--- config.mk ---
export PLATFORM = sky130hd
export DESIGN_NAME = eic_ahb_slave
export DESIGN_NICKNAME = d
export VERILOG_FILES = /design/src/rtl/eic_ahb_slave_pkg.sv /design/src/rtl/eic_ahb_slave.sv
export SDC_FILE = /design/constraint.sdc
export NUM_CORES = 1
export LEC_CHECK = 0
export CAP_MARGIN = 0
export CORE_MARGIN = 1.5
export CORE_UTILIZATION = 16
export DETAILED_ROUTE_END_ITERATION = 7
export PLACE_DENSITY_LB_ADDON = 0.1
export SYNTH_ARGS = -nofsm -noshare
export SYNTH_HDL_FRONTEND = slang
export SYNTH_SLANG_ARGS = --single-unit
--- constraint.sdc ---
create_clock -name HCLK -period 1.1 [get_ports HCLK]
set_clock_uncertainty 0.1 [all_clocks]
set_input_delay 0.22 -clock HCLK [delete_from_list [all_inputs] [get_ports HCLK]]
set_output_delay 0.22 -clock HCLK [all_outputs]
set_load 0.03 [all_outputs]
--- src/rtl/eic_ahb_slave_pkg.sv ---
// ----------------------------------------------------------------------------
// eic_ahb_slave_pkg : shared constants for the eic AHB-Lite front end
//                     (register index width, HTRANS codes, HSIZE word code).
// Revision: 1.1
// ----------------------------------------------------------------------------
`default_nettype none

package eic_ahb_slave_pkg;

    localparam int EIC_ADDR_W = 4;

    localparam logic [1:0] HTRANS_IDLE   = 2'b00;
    localparam logic [1:0] HTRANS_BUSY   = 2'b01;
    localparam logic [1:0] HTRANS_NONSEQ = 2'b10;
    localparam logic [1:0] HTRANS_SEQ    = 2'b11;

    localparam logic [2:0] HSIZE_WORD = 3'b010;

    function automatic logic is_legal_xfer(input logic [2:0] size, input logic [1:0] addr_lo);
        return (size == HSIZE_WORD) && (addr_lo == 2'b00);
    endfunction

endpackage

`default_nettype wire

--- src/rtl/eic_ahb_slave.sv ---
// ----------------------------------------------------------------------------
// eic_ahb_slave : AHB-Lite word-only slave front end for the eic register file.
// Optional: EIC_AHB_SLAVE_RDWAIT_EN adds one wait state to reads (registered HRDATA).
// Revision: 1.0
// ----------------------------------------------------------------------------
`default_nettype none

module eic_ahb_slave
  import eic_ahb_slave_pkg::*;
#(
  parameter int ADDR_W = EIC_ADDR_W
) (
  input  logic              HCLK,
  input  logic              HRESETn,
  input  logic [31:0]       HADDR,
  input  logic [2:0]        HBURST,
  input  logic              HSEL,
  input  logic [2:0]        HSIZE,
  input  logic [1:0]        HTRANS,
  input  logic [31:0]       HWDATA,
  input  logic              HWRITE,
  output logic [31:0]       HRDATA,
  output logic              HREADY,
  output logic              HRESP,
  output logic [ADDR_W-1:0] read_addr,
  input  logic [31:0]       read_data,
  output logic [ADDR_W-1:0] write_addr,
  output logic [31:0]       write_data,
  output logic              write_enable
);

`ifdef EIC_AHB_SLAVE_RDWAIT_EN
  typedef enum logic [2:0] {ST_IDLE, ST_DATA, ST_ERR1, ST_ERR2, ST_RDW} state_e;
`else
  typedef enum logic [1:0] {ST_IDLE, ST_DATA, ST_ERR1, ST_ERR2} state_e;
`endif

  state_e            state_q, state_d;
  logic [ADDR_W-1:0] idx_q, idx_d;
  logic              write_q, write_d;
  logic              accept;
  logic              legal;
  logic [31:0]       rdata_src;
  logic              unused_bits;

  // Only the index bits, the alignment bits and HTRANS matter; the rest is ignored.
  assign unused_bits = ^{HBURST, HADDR[31:ADDR_W+2]};

  assign accept = HSEL && ((HTRANS == HTRANS_NONSEQ) || (HTRANS == HTRANS_SEQ)) && HREADY;
  assign legal  = is_legal_xfer(HSIZE, HADDR[1:0]);

  assign read_addr  = idx_q;
  assign write_addr = idx_q;

`ifdef EIC_AHB_SLAVE_RDWAIT_EN
  logic [31:0] hrdata_q, hrdata_d;

  assign hrdata_d  = (state_q == ST_RDW) ? read_data : hrdata_q;
  assign rdata_src = hrdata_q;

  always_ff @(posedge HCLK or negedge HRESETn) begin
    if (!HRESETn) hrdata_q <= 32'd0;
    else          hrdata_q <= hrdata_d;
  end
`else
  assign rdata_src = read_data;
`endif

  always_comb begin
    HREADY       = 1'b1;
    HRESP        = 1'b0;
    HRDATA       = 32'd0;
    write_enable = 1'b0;
    write_data   = 32'd0;
    case (state_q)
      ST_DATA: begin
        if (write_q) begin
          write_enable = 1'b1;
          write_data   = HWDATA;
        end else begin
          HRDATA = rdata_src;
        end
      end
      ST_ERR1: begin
        HREADY = 1'b0;
        HRESP  = 1'b1;
      end
      ST_ERR2: HRESP = 1'b1;
`ifdef EIC_AHB_SLAVE_RDWAIT_EN
      ST_RDW:  HREADY = 1'b0;
`endif
      default: ;
    endcase
  end

  always_comb begin
    state_d = ST_IDLE;
    idx_d   = idx_q;
    write_d = write_q;
    if (state_q == ST_ERR1) begin
      state_d = ST_ERR2;
`ifdef EIC_AHB_SLAVE_RDWAIT_EN
    end else if (state_q == ST_RDW) begin
      state_d = ST_DATA;
`endif
    end else if (accept) begin
      idx_d   = HADDR[ADDR_W+1:2];
      write_d = HWRITE;
      if (!legal) begin
        state_d = ST_ERR1;
`ifdef EIC_AHB_SLAVE_RDWAIT_EN
      end else if (!HWRITE) begin
        state_d = ST_RDW;
`endif
      end else begin
        state_d = ST_DATA;
      end
    end
  end

  // Asynchronous reset also kills write_enable mid data phase, dropping the write.
  always_ff @(posedge HCLK or negedge HRESETn) begin
    if (!HRESETn) begin
      state_q <= ST_IDLE;
      idx_q   <= '0;
      write_q <= 1'b0;
    end else begin
      state_q <= state_d;
      idx_q   <= idx_d;
      write_q <= write_d;
    end
  end

endmodule

`default_nettype wire
==> flow_metrics.py <==
metrics = {
    "power_and_ir_drop": {
        "ir_drop_mv": 1.23,
        "p_sw_share_pct": 43.6,
        "switching_power_uw": 2090,
        "p_clk_share_pct": 7.5,
        "p_per_area_mw_per_mm2": 1760,
        "pwr-share-comb_pct": 81.6,
        "p_int_uw": 2700,
        "seq_power_share_pct": 11.0,
        "leakagePower_uw": 0.00126,
    },
    "clocking": {
        "cts_buffer_depth": 2,
        "cts_buffers": 3,
        "cts_root_buf": "clkbuf_8",
        "clkTransAtPathRegs_ps": 40,
        "cts_tree": "built",
        "cts_hold_buf": 0,
        "clock_sinks": 7,
        "clock_latency_ps": 230,
        "ctsHtreeMaxLevel": 1,
    },
    "die": {
        "ios": 183,
        "design.die.area_mm2": 0.00551,
        "start_util_pct": 16.9,
        "die_width_um": 74.2,
        "core_area_mm2": 0.00482,
        "die_y_um": 74.2,
        "rows": 25,
    },
    "sta": {
        "relSlewSlack_pct": 77.6,
        "finalCritPeriodShare_pct": 154,
        "whs_ps": 143,
        "hold_violations": 0,
        "rsz0062_at_grt": "yes",
        "setup_viol": 80,
        "period_needed_ps": 1690,
        "tightest_slew_ps": 332,
        "final.setup.worst_slack_ps": -590,
        "drv_slew": 0,
        "fmax_mhz": 592,
    },
    "synthesis": {
        "ys_ff_latch": 7,
        "yosysSeqAreaShare_pct": 21.6,
        "syn_nets": 204,
        "syn_avg_cell_area_um2": 8.46,
        "synth_area_um2": 812,
        "synthCells": 96,
        "synth_cell_type_count": 15,
        "ys_warn_count": 0,
    },
    "grt": {
        "grt_pass1_vias": 974,
        "antenna_found_initial": 0,
        "grt_pass1_wl_um": 4750,
        "grt_overflow": 0,
        "grt_start_max_net_pins": 34,
        "grt_use_total_pct": 11.4,
    },
    "setup_path": {
        "r2r_setup_slack_ps": -280,
        "rr_endpoint": "read_addr[1]",
        "reg2reg_depth": 4,
        "worstPathCellList": "and3b_2, buf_12, and2_2, buf_6",
        "end_kind": "output port",
        "worstPathRequired_ps": 780,
        "start_kind": "flip-flop",
        "r2r-start": "state_q[1]",
        "critPathMaxFanout": 33,
        "crit_type": "flip-flop to output port",
        "cp_slowest_cell": "dfrtp_1",
        "arrival_ps": 1370,
        "max_stage_delay_ps": 400,
    },
    "cells_and_area": {
        "nFillCells": 442,
        "antennaDiodeCount": 0,
        "fin_nets": 360,
        "layout_commonest_cell": "buf_6",
        "stdcell_count": 318,
        "regArea_um2": 175,
        "layout_common_cells": "buf_6, clkdlybuf4s50_1, and2_2",
        "final_cell_area_mm2": 0.00271,
        "layout-drive-gt1-share_pct": 65.3,
        "area_growth_pct": 234,
        "multi_input_area_um2": 691,
    },
    "placed_design": {
        "place_area_mm2": 0.00232,
        "routabilityCongestion": 0.680,
        "place_hpwl_um": 3100,
        "port_buffers": 152,
        "dp_cells": 308,
    },
    "route": {
        "drt_iter0_markers": 17,
        "wl_per_cell_um": 11.8,
        "via_count": 1182,
        "postRouteAntennaNets": 0,
        "totalWireLength_um": 3740,
        "viasPerCell": 3.72,
        "dr.pass1.iters": 2,
        "drc": 0,
    },
    "flow_run": {
        "max_cap_violations": 0,
    },
    "status": {
        "violations": "setup timing",
        "status": "complete, but fails checks",
    },
    "worst_hold_path": {
        "hold_path_class": "primary input to async pin",
    },
}
[layer usage]
metal	wire (um)	part of all wire [%]	track usage, %
met5	0	0	0
met4	42	1.1	4.85
met3	419	11	2.03
met2	2070	55	22.5
met1	1210	32	11.7
[synthesized netlist by cell type]
master	instances	area share (%)
and2_1	64	49
and3b_2	1	1.2
buf_4	4	3.7
buf_6	3	4.2
clkbuf_1	1	0.46
clkbuf_2	3	1.8
dfrtp_1	7	22
mux2_4	5	9.2
nand2_1	2	0.92
nand2b_2	1	1.1
nor2b_4	1	1.7
nor3b_2	1	1.5
o311ai_1	1	1.1
o41ai_1	1	1.1
or3b_1	1	1.1
[cells by family (layout without fill, tap and decap cells)]
family	count (synthesis)	count (layout)	synth area share, %
buffers and inverters	11	166	10.2
DFF	7	7	21.6
and+or+nand+nor	71	71	56.9
muxes	5	5	9.24
AOI/OAI and AO/OA	2	2	2.16
[worst max-delay path: cells and delay by family, from the launching register on]
family	cells	cell delay (ps)
DFF	1	400
buffers and inverters	2	290
and+or+nand+nor	2	440
[final cells by class]
cell class	count	share of cell area, %
multi-input cells	78	25.4
flip-flops and latches	7	6.45
repair buffers	162	63.3
clock buffers	4	1.66
well taps	67	3.09
[through the flow]
step           utilization (%)  setup TNS, ps  total power (uW)  worst slack [ps]
2_1_floorplan                -         -18130              2630              -288
3_3_place_gp              48.2         -27170              3810              -467
3_5_place_dp              48.2         -26830              3810              -479
4_1_cts                   55.7         -39910              4730              -605
5_1_grt                   56.3         -43090              5020              -653
6_report                  56.3         -38960              4790              -590
[registers in the layout (all words and copies together), names as in the netlist]
signal / flops
read_addr: 4
state_q: 2
write_q: 1
[how the worst max path moves through the flow]
stage / startpoint / endpoint / slack [ps] / cells after the start
detailed placement: HSIZE[1] / state_q[1] / -480 / 4
floorplan: state_q[1] / read_addr[0] / -290 / 3
CTS: write_q / HRDATA[4] / -610 / 4
global placement: HSEL / read_addr[0] / -470 / 4
global route: write_q / HRDATA[4] / -650 / 4
finish: state_q[1] / write_data[0] / -590 / 4
[power by group through the flow]
stage | clock network, uW | registers (uW) | logic [uW]
3_5_place_dp | 0 | 512 | 3300
4_1_cts | 372 | 530 | 3830
2_1_floorplan | 0 | 628 | 2000
3_3_place_gp | 0 | 506 | 3310
5_1_grt | 386 | 543 | 4090
6_report | 357 | 525 | 3910
[what timing repair did]
item | CTS | global route
resized for setup | 86 | 3
setup buffers | 3 | 3
endpoints found under the setup margin | 82 | 81
pin swaps | 5 | 3
gates cloned | 0 | 0
Note: power is estimated with default switching activity, not from simulation.
